[src/rtl/cpc_ram_bank_ctrl_if.sv]
// CPC expansion-bus signals seen by the 512K RAM bank controller, plus its SRAM-side outputs.
// Bus handshake: a memory cycle opens when MREQ_B and RD_B/WR_B are sampled low and closes when either is sampled high.
interface cpc_ram_bank_ctrl_if;
  logic [1:0] A;
  logic [7:0] D;
  logic       MREQ_B;
  logic       IOREQ_B;
  logic       RD_B;
  logic       WR_B;
  logic       M1_B;
  logic       RAMRD_B;
  logic [4:0] HIADR;
  logic       RAMCS_B;
  logic       RAMOE_B;
  logic       RAMWE_B;
  logic       RAMDIS;
  logic [5:0] CFG_STATE;
  logic [1:0] cyc_state;

  modport master (
    output A, D, MREQ_B, IOREQ_B, RD_B, WR_B, M1_B, RAMRD_B,
    input  HIADR, RAMCS_B, RAMOE_B, RAMWE_B, RAMDIS, CFG_STATE, cyc_state
  );

  modport slave (
    input  A, D, MREQ_B, IOREQ_B, RD_B, WR_B, M1_B, RAMRD_B,
    output HIADR, RAMCS_B, RAMOE_B, RAMWE_B, RAMDIS, CFG_STATE, cyc_state
  );
endinterface

[src/rtl/cpc_ram_bank_ctrl.sv]
// 6128-style banking controller for a 512K expansion SRAM: &7Fxx port decode, page mapping, SRAM strobes.
// Optional macro PORT_FULL_DECODE_EN: also require A14=1 for the banking port (full &7Fxx decode).
module cpc_ram_bank_ctrl (
  input  logic CLK,
  input  logic RESET,
  cpc_ram_bank_ctrl_if.slave bus
);

  localparam logic [1:0] ST_IDLE = 2'd0;
  localparam logic [1:0] ST_RD   = 2'd1;
  localparam logic [1:0] ST_WR   = 2'd2;
  localparam logic [1:0] ST_WEND = 2'd3;

  logic [2:0] bank;
  logic [2:0] cfg;
  logic       hit_q;
  logic       io_done;
  logic       port_dec;
  logic       port_hit;
  logic       ext_a;
  logic [1:0] map_pg;
  logic [1:0] state;
  logic [4:0] hiadr_q;
  logic       cs_q;
  logic       oe_q;
  logic       we_q;

`ifdef PORT_FULL_DECODE_EN
  assign port_dec = ~bus.A[1] & bus.A[0];
`else
  assign port_dec = ~bus.A[1];
`endif

  assign port_hit = ~bus.IOREQ_B & ~bus.WR_B & bus.M1_B & port_dec & (bus.D[7:6] == 2'b11);

  // Two consecutive qualified edges filter bus glitches; io_done limits it to one update per I/O cycle.
  always_ff @(posedge CLK or posedge RESET) begin
    if (RESET) begin
      hit_q   <= 1'b0;
      io_done <= 1'b0;
      bank    <= 3'd0;
      cfg     <= 3'd0;
    end else begin
      hit_q <= port_hit;
      if (bus.IOREQ_B) begin
        io_done <= 1'b0;
      end else if (port_hit && hit_q && !io_done) begin
        bank    <= bus.D[5:3];
        cfg     <= bus.D[2:0];
        io_done <= 1'b1;
      end
    end
  end

  // Which CPU page is served by the expansion, and which bank page it lands on.
  always_comb begin
    ext_a  = 1'b0;
    map_pg = 2'd3;
    case (cfg)
      3'd0: ext_a = 1'b0;
      3'd1, 3'd3: ext_a = (bus.A == 2'd3);
      3'd2: begin
        ext_a  = 1'b1;
        map_pg = bus.A;
      end
      default: begin
        ext_a  = (bus.A == 2'd1);
        map_pg = cfg[1:0];
      end
    endcase
  end

  assign bus.RAMDIS = ~bus.MREQ_B & ext_a & (~bus.RD_B | ~bus.WR_B);

  // HIADR is captured at cycle start so a mid-cycle bank/cfg change cannot move the SRAM address.
  always_ff @(posedge CLK or posedge RESET) begin
    if (RESET) begin
      state   <= ST_IDLE;
      hiadr_q <= 5'd0;
      cs_q    <= 1'b1;
      oe_q    <= 1'b1;
      we_q    <= 1'b1;
    end else begin
      case (state)
        ST_IDLE: begin
          if (!bus.MREQ_B && ext_a && !bus.RD_B && !bus.RAMRD_B) begin
            state   <= ST_RD;
            hiadr_q <= {bank, map_pg};
            cs_q    <= 1'b0;
            oe_q    <= 1'b0;
          end else if (!bus.MREQ_B && ext_a && !bus.WR_B) begin
            state   <= ST_WR;
            hiadr_q <= {bank, map_pg};
            cs_q    <= 1'b0;
            we_q    <= 1'b0;
          end
        end
        ST_RD: begin
          if (bus.MREQ_B || bus.RD_B) begin
            state <= ST_IDLE;
            cs_q  <= 1'b1;
            oe_q  <= 1'b1;
          end
        end
        ST_WR: begin
          if (bus.MREQ_B || bus.WR_B) begin
            state <= ST_WEND;
            we_q  <= 1'b1;
          end
        end
        ST_WEND: begin
          state <= ST_IDLE;
          cs_q  <= 1'b1;
        end
        default: state <= ST_IDLE;
      endcase
    end
  end

  assign bus.HIADR     = hiadr_q;
  assign bus.RAMCS_B   = cs_q;
  assign bus.RAMOE_B   = oe_q;
  assign bus.RAMWE_B   = we_q;
  assign bus.CFG_STATE = {bank, cfg};
  assign bus.cyc_state = state;

endmodule

[src/flat_wrapper.sv]
// flat-port wrapper written by rule: the top's interface ports become plain ports
module cpc_ram_bank_ctrl_flat 
  (CLK, RESET, bus_A, bus_D, bus_MREQ_B, bus_IOREQ_B, bus_RD_B, bus_WR_B, bus_M1_B, bus_RAMRD_B, bus_HIADR, bus_RAMCS_B, bus_RAMOE_B, bus_RAMWE_B, bus_RAMDIS, bus_CFG_STATE, bus_cyc_state);
  cpc_ram_bank_ctrl_if bus_i ();
  input  logic CLK;
  input  logic RESET;
  input wire logic [$bits(bus_i.A)-1:0] bus_A;
  input wire logic [$bits(bus_i.D)-1:0] bus_D;
  input wire logic [$bits(bus_i.MREQ_B)-1:0] bus_MREQ_B;
  input wire logic [$bits(bus_i.IOREQ_B)-1:0] bus_IOREQ_B;
  input wire logic [$bits(bus_i.RD_B)-1:0] bus_RD_B;
  input wire logic [$bits(bus_i.WR_B)-1:0] bus_WR_B;
  input wire logic [$bits(bus_i.M1_B)-1:0] bus_M1_B;
  input wire logic [$bits(bus_i.RAMRD_B)-1:0] bus_RAMRD_B;
  output wire logic [$bits(bus_i.HIADR)-1:0] bus_HIADR;
  output wire logic [$bits(bus_i.RAMCS_B)-1:0] bus_RAMCS_B;
  output wire logic [$bits(bus_i.RAMOE_B)-1:0] bus_RAMOE_B;
  output wire logic [$bits(bus_i.RAMWE_B)-1:0] bus_RAMWE_B;
  output wire logic [$bits(bus_i.RAMDIS)-1:0] bus_RAMDIS;
  output wire logic [$bits(bus_i.CFG_STATE)-1:0] bus_CFG_STATE;
  output wire logic [$bits(bus_i.cyc_state)-1:0] bus_cyc_state;
  assign bus_i.A = bus_A;
  assign bus_i.D = bus_D;
  assign bus_i.MREQ_B = bus_MREQ_B;
  assign bus_i.IOREQ_B = bus_IOREQ_B;
  assign bus_i.RD_B = bus_RD_B;
  assign bus_i.WR_B = bus_WR_B;
  assign bus_i.M1_B = bus_M1_B;
  assign bus_i.RAMRD_B = bus_RAMRD_B;
  assign bus_HIADR = bus_i.HIADR;
  assign bus_RAMCS_B = bus_i.RAMCS_B;
  assign bus_RAMOE_B = bus_i.RAMOE_B;
  assign bus_RAMWE_B = bus_i.RAMWE_B;
  assign bus_RAMDIS = bus_i.RAMDIS;
  assign bus_CFG_STATE = bus_i.CFG_STATE;
  assign bus_cyc_state = bus_i.cyc_state;
  cpc_ram_bank_ctrl u_core (.CLK(CLK), .RESET(RESET), .bus(bus_i));
endmodule
[config.mk]
export PLATFORM = sky130hd
export DESIGN_NAME = cpc_ram_bank_ctrl_flat
export DESIGN_NICKNAME = d
export VERILOG_FILES = /design/src/rtl/cpc_ram_bank_ctrl_if.sv /design/src/rtl/cpc_ram_bank_ctrl.sv /design/src/flat_wrapper.sv
export SDC_FILE = /design/constraint.sdc
export NUM_CORES = 1
export LEC_CHECK = 0
export BUFFER_PORTS_ARGS = -buffer_cell sky130_fd_sc_hd__buf_2
export CAP_MARGIN = 20
export CORE_AREA = 2 2 58 60
export DETAILED_ROUTE_END_ITERATION = 8
export DIE_AREA = 0 0 60 62
export GPL_ROUTABILITY_DRIVEN = 0
export PLACE_DENSITY_LB_ADDON = 0.08
export SLEW_MARGIN = 5
export SYNTH_ARGS = -nofsm -noshare
export SYNTH_HDL_FRONTEND = slang
export SYNTH_SLANG_ARGS = --single-unit
[constraint.sdc]
create_clock -name CLK -period 2.2 [get_ports CLK]
set_input_delay 0.44 -clock CLK [delete_from_list [all_inputs] [get_ports CLK]]
set_output_delay 0.44 -clock CLK [all_outputs]
set_load 0.05 [all_outputs]
==> summary.md, run 1 <==
| Metric | Value |
|---|---|
| Status | complete, no violations |
| Final setup TNS | 0 ns |
| Synth Register Bits | 18 |
| Yosys cell types | 26 |
| WL/cell | 13.2 µm |
| First-pass GRT wire length | 3230 µm |
| Area of the mapped netlist | between 800 and 900 µm² |
| Most frequent cells in the layout | buf_2, dfrtp_1, nor2_1, mux2_4, a21oi_1 |
| Critical path data arrival time | roughly 1.6 ns |
| Hpwl dp | ~1600 µm |
| Antenna viol nets, final | 0 |
| Synth area leaders | dfrtp_1, mux2_4, dfstp_2 |
| Die ar. | roughly 0.0037 mm² |
| Crit path largest cell delay | between 0.4 and 0.5 ns |
| Area added between synthesis and finish | 33.1% |
| Fin crit period | ~2.1 ns |
| Unrepaired setup endpoints after global routing | no |
| Share of layout cells above drive strength 1 | 53.6% |
| Synthesized area per cell | ~12 µm² |
| Maxcap violations | 0 |
| R2R Path Start | u_core.cfg[2]$_DFFE_PP0P_ |
| Crit-path cells | and4b_1 > a211oi_4 > a211oi_4 > clkbuf_4 |
| FF+latch area | approximately 450 µm² |
| Slew margin rel. | a little over half |
| R2R cell count | 5 |
| Core area | about 0.0032 mm² |
| Crit Path Max Fanout | 7 |
| Crit share post-route | 93.6% |
| Clk slew on worst S/H paths | 0.11 ns |
| Max stage delay cell, worst path | dfrtp_1 |
| Vias | around 700 |
| Initial detailed-routing violation count | 42 |
| Ys Warns | 0 |
| Ant. Diodes | 0 |
| Starting Density | 27.5% |
| Remaining DRCs | 0 |
| Die span in y | between 60 and 70 µm |
| Power per cell area | a little over 700 mW/mm² |
| Primary FF master, synth | dfrtp_1 |
| Worst Path Required | 1.76 ns |
| Worst r2r dst | u_core.bus.HIADR[1]$_DFFE_PP0P_ |
| Final-report hold violation count | 0 |
| Root Buffer | clkbuf_4 |
| Area of the multi-input gates | between 400 and 500 µm² |
| Fin. max-slew vios | 0 |
| Most common cell after layout, fill and taps aside | buf_2 |
| CP Class | flop to output pin |
| Skew-Pair Late Insertion Delay | approximately 0.29 ns |
| Seq/Total Area, Yosys | 51.9% |
| Gate Count Post-Synth | around 70 |
| Initial antenna violation count | 0 |
| Worst-Margin Slew | 0.692 ns |
| Vias per inst | ~4.4 |
| Hold WC Path Type | primary input to async pin |
| Total grt overflow | 0 |
| CP startpoint kind | flop |
| CTS Buffer Depth | 2 |
| Net Count, Synth | between 80 and 90 |
| Final Instance Area | 0.00117 mm² |
| Fillcell total | ~350 |
| Worst Skew | approximately 0.0032 ns |
| Number of buffers created by CTS | 3 |
| I/O Buffers | 34 |
| Count of final setup violators | 0 |
| Hold_buf cts | 0 |
| Most common cell on crit path | a211oi_4 |
| Leakage power | 0.000597 µW |
| Drt pass-1 iters | 4 |
| Total Routing Usage GR | 12.2% |
| Final wirelength | between 2000 and 2500 µm |
| Top-area cell type share of the netlist area | a little over two fifths |
| Worst R2R Setup Slack | 0.24 ns |
| I/O Pins | 35 |
| H-tree levels | 1 |
| Cell Area, Placed | about 0.0011 mm² |
| Post-layout net count | 129 |
| CTS Sinks | 18 |
| Fmax | roughly 0.49 GHz |
| Vias in the first global route | 666 |
| Die W | ~60 µm |
| Post-synth EDFFs | 0 |
| Site Rows | 21 |
| Async set or reset register ratio after synthesis | 100% |
| Worst vdd ir | around 0.31 mV |
| CTS tree | yes |
| Dominant cell type by area after synthesis | dfrtp_1 |
| Pin count of the biggest net entering global routing | 19 |
| Crit end category | output pin |
## flip-flops by register name, indices dropped and copies added (netlist names)
name,flops
u_core.io_done,1
u_core.bus.RAMCS_B,1
u_core.bus.RAMOE_B,1
u_core.bank,3
u_core.hit_q,1
u_core.cfg,3
u_core.bus.RAMWE_B,1
u_core.bus.HIADR,5
u_core.bus.cyc_state,2
## worst max-delay path: cells and delay by family, from the launching register on
kind / cells / cell delay [ns]
DFF: 1 / 0.46
and+or+nand+nor: 1 / 0.33
AOI/OAI and AO/OA: 2 / 0.27
buffers and inverters: 1 / 0.25
## through the flow
stage / total power, µW / instances / worst slack, ns / hold slack [ns] / util [%]
floorplan: 567 / 71 / 0.173 / 0.376 / -
global placement: 630 / 150 / 0.251 / 0.488 / 35.0
detailed placement: 633 / 150 / 0.238 / 0.495 / 35.0
CTS: 844 / 154 / 0.00819 / 0.245 / 36.1
global route: 875 / 156 / 0.0258 / 0.291 / 36.7
finish: 833 / 156 / 0.142 / 0.230 / 36.7
## final cells by class
cell class | instances | area share, %
tap | 46 | 4.94
multi-input combinational | 48 | 35.6
sequential | 18 | 38.9
inverter | 4 | 1.29
timing repair buffer | 36 | 16.1
clock buffer | 4 | 3.11
## report_power, final
group	internal [µW]	switching [µW]	total [µW]
combinational	56.2	168	224
clock	101	108	209
sequential	379	21.7	401
## how the worst max path moves through the flow
| stage | start | end | slack [ns] | depth (start not counted) |
|---|---|---|---|---|
| after global routing | u_core.cfg[2]$_DFFE_PP0P_ | bus_RAMDIS | 0.03 | 4 |
| after detailed placement | bus_WR_B | u_core.cfg[2]$_DFFE_PP0P_ | 0.24 | 5 |
| final | u_core.cfg[2]$_DFFE_PP0P_ | bus_RAMDIS | 0.14 | 4 |
| after CTS | u_core.cfg[2]$_DFFE_PP0P_ | bus_RAMDIS | 0.008 | 4 |
| after floorplan | u_core.cfg[2]$_DFFE_PP0P_ | bus_RAMDIS | 0.17 | 3 |
| after global placement | bus_A[1] | bus_RAMDIS | 0.25 | 5 |
## synth_stat cells, types with 2 or more instances
master	number
inv_1	4
nor3_1	2
nor4_1	2
dfstp_2	3
mux2_2	4
dfrtp_1	15
o21ai_0	2
nor2_1	10
mux2_4	6
a21oi_1	6
or3_1	2
## timing repair
item,in CTS,in global routing
gates resized for setup,0,1
setup endpoints to repair,0,1
hold endpoints to repair,0,0
setup buffers,0,2
## kinds of logic after synthesis
group                  count (synthesis)  share of synthesized area [%]
AND/OR/NAND/NOR                       24                           19.1
multiplexers                          10                           15.4
buffers and inverters                  5                           2.14
flip-flops                            18                           51.9
AO/OA/AOI/OAI                         14                           11.4
## per-layer routing
metal	global-route usage [%]	vias up	wire (µm)
li1	-	334	-
met1	16.6	335	919
met2	18.6	18	1030
met3	1.86	2	95
met4	6.67	0	19
met5	0	-	0
Power figures use the tool's default switching activity.
==> inputs of run 2 (changes only) <==
--- a/config.mk
+++ b/config.mk
@@ -8,10 +8,12 @@
 export BUFFER_PORTS_ARGS = -buffer_cell sky130_fd_sc_hd__buf_2
 export CAP_MARGIN = 20
 export CORE_AREA = 2 2 58 60
+export CTS_CLUSTER_SIZE = 12
 export DETAILED_ROUTE_END_ITERATION = 8
 export DIE_AREA = 0 0 60 62
 export GPL_ROUTABILITY_DRIVEN = 0
 export PLACE_DENSITY_LB_ADDON = 0.08
+export RECOVER_POWER = 50
 export SLEW_MARGIN = 5
 export SYNTH_ARGS = -nofsm -noshare
 export SYNTH_HDL_FRONTEND = slang
==> run 2 against run 1 <==
  * Global-route usage did not move
  * Die area unchanged
  * Worst setup slack lost 0.0078 ns
  * Clock power about the same
  * Clock skew shrank 0.0022 ns
  * Utilization shrank 0.83 points
  * Routed wire length grew 0.78%
  * First-iteration DRC count decreased by 7.1%
  * Final cell count unchanged
  * Via count rose by 1.0%
  * Hold slack gained 0.0020 ns
  * Critical endpoint unchanged
==> summary.md, run 2 (same netlist as run 1, synthesis figures left out) <==
| Metric | Value |
|---|---|
| Status | complete, no violations |
| Initial antenna violation count | 0 |
| Power Total | around 830 µW |
| Hold_buf cts | 0 |
| Starting Density | between 20% and 30% |
| Hold WC Path Type | primary input to async pin |
| Most frequent cells in the layout | buf_2, dfrtp_1, nor2_1 |
| R2R Path Start | u_core.cfg[2]$_DFFE_PP0P_ |
| Vias per inst | around 4.5 |
| Clk slew on worst S/H paths | 0.11 ns |
| Combinational share of power | roughly a quarter |
| Pin count of the biggest net entering global routing | 19 |
| Fin crit period | just over 2 ns |
| Worst vdd ir | around 0.31 mV |
| Drt pass-1 iters | 2 |
| CP startpoint kind | flop |
| Max stage delay cell, worst path | dfrtp_1 |
| Sw Pwr | roughly 300 µW |
| Final wirelength | slightly above 2000 µm |
| WL/cell | 13.3 µm |
| Skew-Pair Late Insertion Delay | slightly below 0.3 ns |
| CP Class | flop to output pin |
| Max reg flops | 5 |
| Core area | between 0.003 and 0.004 mm² |
| Initial detailed-routing violation count | 39 |
| Number of buffers created by CTS | 3 |
| Fmax | 0.484 GHz |
| Power per cell area | around 730 mW/mm² |
| Leakage power | roughly 0.00056 µW |
| Count of final setup violators | 0 |
| Worst Setup SP | u_core.cfg[2]$_DFFE_PP0P_ |
| Die ar. | about 0.0037 mm² |
| Total Routing Usage GR | between 10% and 20% |
| Post-layout net count | between 100 and 150 |
| Post-Route Utilization | between 30% and 40% |
| Fillcell total | around 350 |
| R2R cell count | 5 |
| Fin. max-slew vios | 0 |
| Worst Path Required | 1.76 ns |
| Vias | 696 |
| Ant. Diodes | 0 |
| Root Buffer | clkbuf_4 |
| Hpwl dp | 1570 µm |
| Most common cell on crit path | a211oi_4 |
| I/O Buffers | 34 |
| CTS tree | yes |
| Clk pwr share | 25.3% |
| Final setup TNS | 0 ns |
| First-pass GRT wire length | around 3200 µm |
| Worst Skew | about 0.0011 ns |
| Site Rows | 21 |
| Crit-path cells | and4b_1 > a211oi_4 > a211oi_4 > clkbuf_4 |
| Crit share post-route | between 90% and 100% |
| Inst Count DP | 150 |
| Total grt overflow | 0 |
| Die W | approximately 60 µm |
| Worst setup margin | 0.134 ns |
| Most common cell after layout, fill and taps aside | buf_2 |
| I/O Pins | 35 |
| Sw Ratio | around 36% |
| Slew margin rel. | a little over half |
| Die span in y | 62 µm |
| H-tree levels | 1 |
| CTS Sinks | 18 |
| Worst-Margin Slew | ~0.7 ns |
| Unrepaired setup endpoints after global routing | no |
| Internal | about 530 µW |
| Antenna viol nets, final | 0 |
| Crit Path Max Fanout | 7 |
| Final-report hold violation count | 0 |
| Crit end category | output pin |
| Critical path data arrival time | between 1.5 and 2 ns |
| Maxcap violations | 0 |
| Vias in the first global route | 666 |
| Post-Place Worst Slack | 0.238 ns |
| Finished Layout Cells | approximately 160 |
| Share of layout cells above drive strength 1 | between 40% and 50% |
| Flop pwr share | between 40 and 50% |
| Crit path largest cell delay | roughly 0.47 ns |
| CTS Buffer Depth | 2 |
| Remaining DRCs | 0 |
| Area added between synthesis and finish | 30.1% |
==> run 2: power by group through the flow <==
stage / logic [µW] / registers [µW] / clock network [µW]
2_1_floorplan: 48.1 / 519 / 0
5_1_grt: 239 / 406 / 227
3_5_place_dp: 226 / 407 / 0
3_3_place_gp: 225 / 405 / 0
4_1_cts: 227 / 401 / 217
6_report: 221 / 401 / 210
==> run 2: path summary, 6_finish.rpt <==
kind,to,slack [ns]
max in group asynchronous,u_core.io_done$_DFFE_PP0P_,1.53
min in group CLK,u_core.io_done$_DFFE_PP0P_,0.31
setup reg to reg,u_core.bus.HIADR[2]$_DFFE_PP0P_,0.24
hold / removal,u_core.bus.HIADR[4]$_DFFE_PP0P_,0.23
setup / recovery,bus_RAMDIS,0.13
hold reg to reg,u_core.bus.HIADR[3]$_DFFE_PP0P_,0.52
==> run 2: metrics by stage <==
stage	area (µm²)	hold WS, ns
floorplan	888	0.376
global placement	1110	0.488
detailed placement	1110	0.495
CTS	1150	0.245
global route	1140	0.291
finish	1140	0.232
==> run 2: layout make-up <==
class / count / area, µm² / area share [%]
well taps: 46 / 57.6 / 5.05
flip-flops and latches: 18 / 454 / 39.8
repair buffers: 36 / 180 / 15.8
clock buffers: 4 / 36.3 / 3.18
inverters: 4 / 15.0 / 1.32
multi-input cells: 48 / 397 / 34.8
==> run 2: timing repair <==
item | 4_1_cts | 5_1_grt
buffers inserted | 0 | 2
resized for setup | 0 | 1
endpoints found under the hold margin | 0 | 0
endpoints found under the setup margin | 0 | 1
==> run 2: critical path: cells and delay by family, from the launching register on <==
family,cells,cell delay [ns]
AO/OA/AOI/OAI,2,0.27
flip-flops,1,0.47
AND/OR/NAND/NOR,1,0.33
buffers and inverters,1,0.25
==> run 2: metal layers <==
metal  up-vias  global-route usage [%]  wire length [µm]  part of all wire (%)
li1        334                       -                 -                     -
met1       342                    16.6               936                    45
met2        18                    18.6              1030                    50
met3         2                    1.86                92                   4.4
met4         0                    6.67                19                  0.91
met5         -                       0                 0                     0
==> inputs of run 3 (changes only) <==
--- a/config.mk
+++ b/config.mk
@@ -7,10 +7,10 @@
 export LEC_CHECK = 0
 export BUFFER_PORTS_ARGS = -buffer_cell sky130_fd_sc_hd__buf_2
 export CAP_MARGIN = 20
-export CORE_AREA = 2 2 58 60
+export CORE_AREA = 2 2 47 49
 export CTS_CLUSTER_SIZE = 12
 export DETAILED_ROUTE_END_ITERATION = 8
-export DIE_AREA = 0 0 60 62
+export DIE_AREA = 0 0 49 51
 export GPL_ROUTABILITY_DRIVEN = 0
 export PLACE_DENSITY_LB_ADDON = 0.08
 export RECOVER_POWER = 50
==> run 3 against run 2 <==
  * Clock-buffer cell count is the same
  * Sequential cell count is the same
  * Sequential power is essentially flat
  * Register-to-register slack gained 0.20 ns
  * Largest power group unchanged
  * Critical path depth is the same
==> summary.md, run 3 (same netlist as run 1, synthesis figures left out) <==
| Metric | Value |
|---|---|
| FF+latch area | roughly 450 µm² |
| WP buf/inv | 1 |
| Area of the multi-input gates | about 400 µm² |
| Power Total | 818 µW |
| Met1 Wirelength | ~700 µm |
| Starting Density | between 40 and 50% |
| Pin count of the biggest net entering global routing | 19 |
| Number of buffers created by CTS | 3 |
| Vias | between 700 and 800 |
| Remaining DRCs | 0 |
| CTS tree | yes |
| Top Family by Delay on Critical Path | flip-flops |
| Slew margin rel. | between 50% and 60% |
| Critical path data arrival time | 1.64 ns |
| Die W | roughly 50 µm |
| Most frequent cells in the layout | buf_2, dfrtp_1, nor2_1, mux2_4, a21oi_1 |
| Vias per inst | 5.12 |
| CTS Sinks | 18 |
| Crit end category | output pin |
| Worst-Margin Slew | about 0.65 ns |
| Top routing layer used | met4 |
| Hpwl dp | 1290 µm |
| I/O Pins | 35 |
| Most common cell on crit path | a211oi_4 |
| Crit Path Max Fanout | 7 |
| Worst r2r dst | u_core.bus.HIADR[4]$_DFFE_PP0P_ |
| Hold WC Path Type | primary input to async pin |
| Skew-Pair Late Insertion Delay | slightly below 0.3 ns |
| Routed wl met2 | 888 µm |
| Clk slew on worst S/H paths | approximately 0.10 ns |
| Core area | 0.00206 mm² |
| Post-layout net count | between 100 and 150 |
| First-pass GRT wire length | 2740 µm |
| Worst R2R Setup Slack | around 0.44 ns |
| Total grt overflow | 0 |
| Maxcap violations | 0 |
| R2R cell count | 4 |
| Unrepaired setup endpoints after global routing | no |
| Vias in the first global route | between 600 and 700 |
| Fmax | 0.480 GHz |
| Site Rows | 17 |
| Ant. Diodes | 0 |
| Fillcell total | 201 |
| Die span in y | between 50 and 60 µm |
| WL/cell | between 10 and 15 µm |
| Final setup TNS | 0 ns |
| Crit path largest cell delay | 0.45 ns |
| Total Routing Usage GR | 14.7% |
| Metal3 WL | 100 µm |
| Max reg flops | 5 |
| CP startpoint kind | flop |
| Leakage power | roughly 0.00056 µW |
| Initial antenna violation count | 0 |
| Hold_buf cts | 0 |
| Worst Path Required | about 1.8 ns |
| Antenna viol nets, final | 0 |
| Inst Count DP | ~130 |
| CP Class | flop to output pin |
| Share of layout cells above drive strength 1 | between 40% and 50% |
| Max stage delay cell, worst path | dfrtp_1 |
| Final wirelength | ~1700 µm |
| Power per cell area | about 740 mW/mm² |
| Area added between synthesis and finish | 26.6% |
| Die ar. | approximately 0.0025 mm² |
| CTS Buffer Depth | 2 |
| Most common cell after layout, fill and taps aside | buf_2 |
| Count of final setup violators | 0 |
| Final-report hold violation count | 0 |
| Finished Layout Cells | around 140 |
| Post-CTS Resized | 0 |
| I/O Buffers | 34 |
| Worst vdd ir | approximately 0.42 mV |
| R2R Path Start | u_core.cfg[2]$_DFFE_PP0P_ |
| Initial detailed-routing violation count | 6 |
| Drt pass-1 iters | 4 |
| Status | complete, no violations |
| Crit share post-route | a little over nine tenths |
| Fin crit period | 2.08 ns |
| Fin. max-slew vios | 0 |
| Root Buffer | clkbuf_4 |
| Worst Skew | 0.00186 ns |
| Crit-path cells | and4b_1 > a211oi_4 > a211oi_4 > buf_2 |
| H-tree levels | 1 |
## run 3: layer usage
layer  up-vias  global-route usage (%)
li1        331                       -
met1       343                    17.2
met2        25                    26.7
met3         2                    1.75
met4         0                    7.14
met5         -                       0
## run 3: report_power, final
group	leakage (µW)	switching [µW]	internal, µW
clock network	0.0000210	99.9	101
logic	0.000295	165	53.7
registers	0.000240	19.4	379
## run 3: through the flow
| stage | instance area, µm² | hold WS, ns | utilization [%] | worst slack (ns) |
|---|---|---|---|---|
| 2_1_floorplan | 888 | 0.376 | - | 0.173 |
| 3_3_place_gp | 1090 | 0.485 | 52.8 | 0.265 |
| 3_5_place_dp | 1090 | 0.491 | 52.8 | 0.254 |
| 4_1_cts | 1130 | 0.237 | 54.6 | 0.0634 |
| 5_1_grt | 1110 | 0.259 | 53.7 | 0.0611 |
| 6_report | 1110 | 0.220 | 53.7 | 0.116 |
## run 3: worst reg2reg max path: stages (launching register included)
cell      delay (ns)
dfrtp_1         0.45
and4b_1         0.33
a211oi_4        0.08
nor2_1          0.40
mux2_2          0.39
## run 3: final cells by class
type,count,area share [%]
Inverter,4,1.35
Sequential cell,18,41.0
Timing Repair Buffer,35,15.5
Clock buffer,4,3.27
Tap cell,28,3.16
Multi-Input combinational cell,48,35.8
## run 3: worst max-delay path by stage
stage	slack [ns]	start	cells after the start	to
global placement	0.27	bus_WR_B	5	u_core.bank[1]$_DFFE_PP0P_
finish	0.12	u_core.cfg[2]$_DFFE_PP0P_	4	bus_RAMDIS
detailed placement	0.25	bus_WR_B	5	u_core.bank[2]$_DFFE_PP0P_
CTS	0.06	u_core.cfg[2]$_DFFE_PP0P_	4	bus_RAMDIS
global route	0.06	u_core.cfg[2]$_DFFE_PP0P_	4	bus_RAMDIS
floorplan	0.17	u_core.cfg[2]$_DFFE_PP0P_	3	bus_RAMDIS
## run 3: timing repair
action / in CTS / in global routing
endpoints found under the hold margin: 0 / 0
endpoints found under the setup margin: 0 / 1
buffers inserted: 0 / 1
